`config.mk`:
```
export PLATFORM = sky130hd
export DESIGN_NAME = mul_seq
export DESIGN_NICKNAME = d
export VERILOG_FILES = /design/src/rtl/mul_seq.sv
export SDC_FILE = /design/constraint.sdc
export NUM_CORES = 1
export LEC_CHECK = 0
export ABC_AREA = 1
export BUFFER_PORTS_ARGS = -buffer_cell sky130_fd_sc_hd__buf_2
export CORE_AREA = 2 2 110 91
export CTS_CLUSTER_SIZE = 10
export DETAILED_ROUTE_END_ITERATION = 7
export DIE_AREA = 0 0 112 93
export GPL_TIMING_DRIVEN = 0
export SLEW_MARGIN = 20
export SYNTH_ARGS = -nofsm -noshare
export SYNTH_HDL_FRONTEND = slang
export SYNTH_SLANG_ARGS = --single-unit
```
`constraint.sdc`:
```
create_clock -name clk -period 6.4 [get_ports clk]
set_clock_uncertainty 0.1 [all_clocks]
set_input_delay 0 -clock clk [delete_from_list [all_inputs] [get_ports clk]]
set_output_delay 0 -clock clk [all_outputs]
set_load 0.01 [all_outputs]
```
`src/rtl/mul_seq.sv`:
```
// mul_seq: sequential shift-and-add multiplier.
// Flow: IDLE -> START -> CALC (WIDTH rounds) -> FIN -> IDLE.
// The 2*WIDTH product is registered on the FIN entry edge, and valid_o
// pulses for that single FIN cycle.
// Optional feature: define MUL_SIGNED_EN to enable two's-complement operands
// selected by signed_i. Without it, signed_i is ignored and every operand is
// treated as unsigned. The port list and the latency are the same either way.
module mul_seq #(
    parameter int WIDTH = 8
) (
    input  logic                 clk,
    input  logic                 rst,
    input  logic                 mul_en,
    input  logic                 signed_i,
    input  logic [WIDTH-1:0]     multiplicand_i,
    input  logic [WIDTH-1:0]     multiplier_i,
    output logic                 busy_o,
    output logic                 valid_o,
    output logic [2*WIDTH-1:0]   product_o
);

    localparam int PW = 2 * WIDTH;
    localparam int RW = $clog2(WIDTH);
    localparam logic [RW-1:0] LAST_ROUND = RW'(WIDTH - 1);
    localparam logic [RW-1:0] ROUND_ONE  = RW'(1);

    typedef enum logic [1:0] {
        IDLE  = 2'd0,
        START = 2'd1,
        CALC  = 2'd2,
        FIN   = 2'd3
    } state_t;

    state_t           state_r;
    logic [WIDTH-1:0] op_a_r;
    logic [WIDTH-1:0] op_b_r;
    logic [PW-1:0]    mcand_r;
    logic [WIDTH-1:0] mplier_r;
    logic [PW-1:0]    acc_r;
    logic [RW-1:0]    round_r;

    logic [WIDTH-1:0] mag_a_s;
    logic [WIDTH-1:0] mag_b_s;
    logic [PW-1:0]    partial_s;
    logic [PW-1:0]    acc_sum_s;
    logic [PW-1:0]    result_s;

    // Add the current partial product, so the final round can feed product_o on the same edge.
    assign partial_s = mplier_r[0] ? mcand_r : {PW{1'b0}};
    assign acc_sum_s = acc_r + partial_s;

`ifdef MUL_SIGNED_EN
    logic signed_mode_r;
    logic sign_r;
    logic neg_a_s;
    logic neg_b_s;
    logic sign_s;

    function automatic logic [WIDTH-1:0] neg_op(input logic [WIDTH-1:0] v);
        return ~v + {{(WIDTH-1){1'b0}}, 1'b1};
    endfunction

    function automatic logic [PW-1:0] neg_prod(input logic [PW-1:0] v);
        return ~v + {{(PW-1){1'b0}}, 1'b1};
    endfunction

    // A most-negative operand negates to 2^(WIDTH-1), which still fits unsigned in WIDTH bits.
    assign neg_a_s   = signed_mode_r & op_a_r[WIDTH-1];
    assign neg_b_s   = signed_mode_r & op_b_r[WIDTH-1];
    assign mag_a_s   = neg_a_s ? neg_op(op_a_r) : op_a_r;
    assign mag_b_s   = neg_b_s ? neg_op(op_b_r) : op_b_r;
    assign sign_s    = neg_a_s ^ neg_b_s;
    assign result_s  = sign_r ? neg_prod(acc_sum_s) : acc_sum_s;

    // Operand mode is latched on accept; the result sign is fixed while magnitudes are formed.
    always_ff @(posedge clk or negedge rst) begin
        if (!rst) begin
            signed_mode_r <= 1'b0;
            sign_r        <= 1'b0;
        end else begin
            if ((state_r == IDLE) && mul_en) begin
                signed_mode_r <= signed_i;
            end else begin
                signed_mode_r <= signed_mode_r;
            end
            if (state_r == START) begin
                sign_r <= sign_s;
            end else begin
                sign_r <= sign_r;
            end
        end
    end
`else
    logic unused_signed_s;

    assign unused_signed_s = signed_i;
    assign mag_a_s         = op_a_r;
    assign mag_b_s         = op_b_r;
    assign result_s        = acc_sum_s;
`endif

    // Control FSM, datapath registers and registered outputs.
    always_ff @(posedge clk or negedge rst) begin
        if (!rst) begin
            state_r   <= IDLE;
            op_a_r    <= {WIDTH{1'b0}};
            op_b_r    <= {WIDTH{1'b0}};
            mcand_r   <= {PW{1'b0}};
            mplier_r  <= {WIDTH{1'b0}};
            acc_r     <= {PW{1'b0}};
            round_r   <= {RW{1'b0}};
            busy_o    <= 1'b0;
            valid_o   <= 1'b0;
            product_o <= {PW{1'b0}};
        end else begin
            case (state_r)
                IDLE: begin
                    valid_o <= 1'b0;
                    if (mul_en) begin
                        op_a_r  <= multiplicand_i;
                        op_b_r  <= multiplier_i;
                        busy_o  <= 1'b1;
                        state_r <= START;
                    end else begin
                        busy_o  <= 1'b0;
                        state_r <= IDLE;
                    end
                end
                START: begin
                    mcand_r  <= {{WIDTH{1'b0}}, mag_a_s};
                    mplier_r <= mag_b_s;
                    acc_r    <= {PW{1'b0}};
                    round_r  <= {RW{1'b0}};
                    busy_o   <= 1'b1;
                    valid_o  <= 1'b0;
                    state_r  <= CALC;
                end
                CALC: begin
                    acc_r    <= acc_sum_s;
                    mcand_r  <= {mcand_r[PW-2:0], 1'b0};
                    mplier_r <= {1'b0, mplier_r[WIDTH-1:1]};
                    round_r  <= round_r + ROUND_ONE;
                    busy_o   <= 1'b1;
                    if (round_r == LAST_ROUND) begin
                        product_o <= result_s;
                        valid_o   <= 1'b1;
                        state_r   <= FIN;
                    end else begin
                        valid_o   <= 1'b0;
                        state_r   <= CALC;
                    end
                end
                FIN: begin
                    busy_o  <= 1'b0;
                    valid_o <= 1'b0;
                    state_r <= IDLE;
                end
                default: begin
                    busy_o  <= 1'b0;
                    valid_o <= 1'b0;
                    state_r <= IDLE;
                end
            endcase
        end
    end

endmodule

```
* Word-level counts from Yosys, hierarchy flattened *
Cells that the tools add are included.

storage, ports and cells
  input bits = 20
  register bits = 79
  word-level logic and storage cells = 34
  output and inout port bits = 18

cells by class
  add/sub/neg operators = 2
  reductions and logical operators = 6
  equal/unequal tests = 4
  muxes and demuxes = 12

operator list
  cell                   number
  $pmux W16 S2           2
  $add A16 B16 Y16       1
  $mux W16               1
  $pmux W8 S2            1
  $pmux W2 S4            1
  $pmux W3 S2            1
  $eq A2 B2 Y1 const B   2
  $mux W1                4
  $reduce_and A2 Y1      2
  $add A3 B1 Y3 const B  1
  $eq A3 B3 Y1 const B   1
  $pmux W1 S3            1
  $reduce_or A3 Y1       1
  $eq A2 B1 Y1 const B   1
  $logic_not A2 Y1       1
  $pmux W1 S2            1
  $reduce_bool A2 Y1     1
  $reduce_or A2 Y1       1

* Longest topological paths before layout *
  word-level depth = 3
  mapped depth = 15
  mapped depth without buffers = 13

* Worst setup path after synthesis *
Ideal clock, no wire load.

  path type = register -> register
  start point = register mplier_r[0]
  end point = register product_o[8]
  data required time = 6.183 ns
  data arrival time = 2.018 ns
  stages on the path, launching flop included = 15
  period minus slack after synthesis = 2.235 ns
  slack = 4.165 ns
  buffers on the path = 2
  cell sequence = dfrtp_1 > clkbuf_1 > clkbuf_1 > nand2_1 > inv_1 > ha_1 > fa_1 > nand2_1 > nand2_1 > and2_1 > nand2_1 > nand2_1 > xor2_1 > nand2_1 > nand2_1

between the ends
  longest elaborated chain between the ends = 2

ends and longest elaborated chain
  what                      line  source
  start: declaration        38    logic [WIDTH-1:0] mplier_r;
  start signal: assignment  109   mplier_r <= {WIDTH{1'b0}};
  start signal: assignment  131   mplier_r <= mag_b_s;
  start signal: assignment  141   mplier_r <= {1'b0, mplier_r[WIDTH-1:1]};
  $mux W16                  49    assign partial_s = mplier_r[0] ? mcand_r : {PW{1'b0}};
  $add A16 B16 Y16          50    assign acc_sum_s = acc_r + partial_s;
  end signal: assignment    114   product_o <= {PW{1'b0}};
  end signal: assignment    145   product_o <= result_s;
  end: declaration          19    output logic [2*WIDTH-1:0] product_o

No other way between the ends.
A chain may end at the register's enable or synchronous reset.

* Final worst setup path *
  start point = register mplier_r[0]
  end point = register acc_r[4]

between the ends
  longest elaborated chain between the ends = 3

ends and longest elaborated chain
  what                    line  source
  $mux W16                49
  $add A16 B16 Y16        50
  $pmux W16 S2            116   case (state_r)
  end signal: assignment  110   acc_r <= {PW{1'b0}};
  end signal: assignment  132   acc_r <= {PW{1'b0}};
  end signal: assignment  139   acc_r <= acc_sum_s;
  end: declaration        39    logic [PW-1:0] acc_r;

No other way between the ends.

==> results.json <==
{
  "die_h_um": 93,
  "dr.pass1.iters": 4,
  "grt_max_degree": 50,
  "start_kind": "register",
  "drt_wl_total_mm": 9.27,
  "min_period_over_period_pct": 42.8,
  "final_nets": 623,
  "synthesis.nets": 557,
  "grt_pass1_wl_mm": 16.4,
  "cts_resized": 0,
  "critical_path_class": "register to register",
  "die_area_mm2": 0.0104,
  "area_growth_pct": 19.2,
  "hpwl_mm": 6.57,
  "coreArea_mm2": 0.00937,
  "synthTopCellsByArea": "dfrtp_1, nand2_1, inv_1, ha_1, nand3_1",
  "netlist_area_mm2": 0.00411,
  "vias": 3422,
  "slew_violations": 0,
  "grt_pass1_vias": 3409,
  "drt_iter0_drc": 161,
  "ant_nets": 0,
  "cp_max_fo": 10,
  "relSlewSlack_pct": 55.9,
  "p_leak_uw": 0.00275,
  "wl_per_cell_um": 13.2,
  "arrival_ns": 2.84,
  "clk_path_buf_depth": 2,
  "fin_util_pct": 52.3,
  "die_w_um": 112,
  "ir_drop_v": 0.000187,
  "clock-sinks": 79,
  "grtUsageTotal_pct": 20.0,
  "initial_core_util_pct": 43.8,
  "synth.largest_area_cell": "dfrtp_1",
  "final_layout_size_suffix_gt1_share_pct": 11.1,
  "gp_congestion": 0.872,
  "syn_area_per_cell_um2": 7.98,
  "finalSetupViolations": 0,
  "netlist_instances": 515,
  "period_minus_slack_ns": 2.74,
  "cpPeakStageDelay_ns": 0.41,
  "numCtsBuffers": 9,
  "hold_class": "input port to asynchronous set/reset pin",
  "hold_viol": 0,
  "max_slew.worst_pin.slew_ns": 0.661,
  "path_common_cell": "nand2_1",
  "yosys_warnings": 0,
  "slowest_stage": "fa_1",
  "htree_levels": 3,
  "ys_seq_area_share_pct": 48.1,
  "clock_latency_ns": 0.34,
  "status": "finished clean",
  "drc": 0,
  "floorplan.rows": 32,
  "io_pins": 38,
  "rrSetupSlack_ns": 3.66,
  "ys_types": 28,
  "antenna_found_initial": 0,
  "max_freq_ghz": 0.365,
  "rsz0062_at_grt": "false",
  "root_buffer": "clkbuf_16",
  "required_ns": 6.50,
  "critPathCaptureType": "register",
  "diodes": 0,
  "fin_setup_tns_ns": 0,
  "gr-total-overflow": 0,
  "path_clk_slew_ns": 0.06,
  "port_buffers": 36,
  "maxCapViolations": 0,
  "synth-seq-cells": 79,
  "power_density_mw_per_mm2": 413,
  "cts_tree": "done",
  "cp_cell_sequence": "clkbuf_1 -> clkbuf_1 -> nand2_1 -> inv_1 -> ha_1 -> fa_1 -> nand2_1 -> nand2_1 -> and2_1 -> xnor2_1 -> o21ai_0",
  "viasPerCell": 4.86,
  "synth_top_area_share_pct": 48.1
}
[cells by family after synthesis]
logic type / Yosys count / synth area share [%]
simple gates: 245 / 24.2
xor+xnor: 5 / 1.07
fa+ha+maj: 22 / 6.88
compound gates: 62 / 10.1
flops: 79 / 48.1
buf+inv: 102 / 9.59
[Yosys cell counts]
cell,number
nand2_1,176
inv_1,84
dfrtp_1,79
nand3_1,27
nor2_1,26
a21oi_1,23
ha_1,21
o21ai_0,15
clkbuf_1,11
o22ai_1,8
o211ai_2,6
o221ai_1,6
or2_1,5
nand3b_1,4
buf_2,3
nor3_1,3
xor2_1,3
a22o_1,2
buf_1,2
o221ai_2,2
xnor2_1,2
and2_1,1
buf_6,1
fa_1,1
inv_2,1
nand2_2,1
nand4_1,1
or2_2,1
[through the flow]
stage          std cells  hold WS, ns  setup WS [ns]  cell area, um2  power [uW]
2_1_floorplan        515       -0.396           4.16            4110        1320
3_3_place_gp         670        0.145           3.74            4440        1530
3_5_place_dp         671      -0.0198           3.67            4460        1560
4_1_cts              704        0.159           3.66            4900        2040
5_1_grt              704        0.200           3.48            4900        2180
6_report             704        0.133           3.66            4900        2020
[path summary, 6_finish.rpt]
kind                                 startpoint             to  cells after the start
min in group clk                multiplier_i[0]     mag_b_s[0]                      4
worst max register to register      mplier_r[0]       acc_r[4]                     11
worst min-delay path                        rst        valid_o                      2
worst max-delay path                mplier_r[0]       acc_r[4]                     11
worst min register to register    product_o[14]  product_o[14]                      2
max in group asynchronous                   rst     mag_a_s[6]                      3
[per-layer routing]
| layer | vias to the layer above | wire length [um] | GRT usage, % |
|---|---|---|---|
| met5 | - | 0 | 0 |
| met4 | 0 | 125 | 5.89 |
| met3 | 12 | 371 | 4.41 |
| met2 | 64 | 3890 | 30.4 |
| met1 | 1605 | 4890 | 28.9 |
| li1 | 1741 | - | - |
[critical path, delay by kind of cell, from the launching register on]
family | cells | cell delay, ns
compound gates | 1 | 0.13
xor+xnor | 1 | 0.35
fa+ha+maj | 2 | 0.62
buf+inv | 3 | 0.57
flops | 1 | 0.36
simple gates | 4 | 0.46
[power by group]
part           switching [uW]  internal (uW)
Clock                     196            259
Sequential               73.6            662
Combinational             542            289
Total                     812           1210
[placed cells by master, fill, tap and decap left out, types with 3 or more instances in the layout]
cell type / netlist / routed
inv_1: 84 / 84
xor2_1: 3 / 3
clkinv_2: 0 / 3
o21ai_0: 15 / 15
nor2_1: 26 / 26
nand3b_1: 4 / 4
o22ai_1: 8 / 8
dlygate4sd3_1: 0 / 18
o211ai_2: 6 / 6
nand2_1: 176 / 176
or2_1: 5 / 5
nand3_1: 27 / 27
ha_1: 21 / 21
buf_2: 3 / 38
clkbuf_1: 11 / 13
dfrtp_1: 79 / 79
clkbuf_16: 0 / 9
a21oi_1: 23 / 23
nor3_1: 3 / 3
o221ai_1: 6 / 6
[registers in the layout (all words and copies together), names as in the netlist]
| register | cells |
|---|---|
| state_r | 2 |
| mcand_r | 16 |
| mag_b_s | 8 |
| busy_o | 1 |
| acc_r | 16 |
| round_r | 3 |
| mag_a_s | 8 |
| product_o | 16 |
| mplier_r | 8 |
| valid_o | 1 |
[layout make-up]
cell class,instances,area [um2]
flip-flops and latches,79,1980
plain buffers,17,75.1
clock inverters,4,23.8
repair buffers,55,383
clock buffers,11,233
fillers,937,4470
multi-input cells,334,1740
well taps,119,149
inverters,85,319
[what timing repair did]
action	in CTS	in global routing
hold buffers	18	0
endpoints found under the hold margin	66	0
setup buffers	0	0
(Power assumes the default switching activity.)
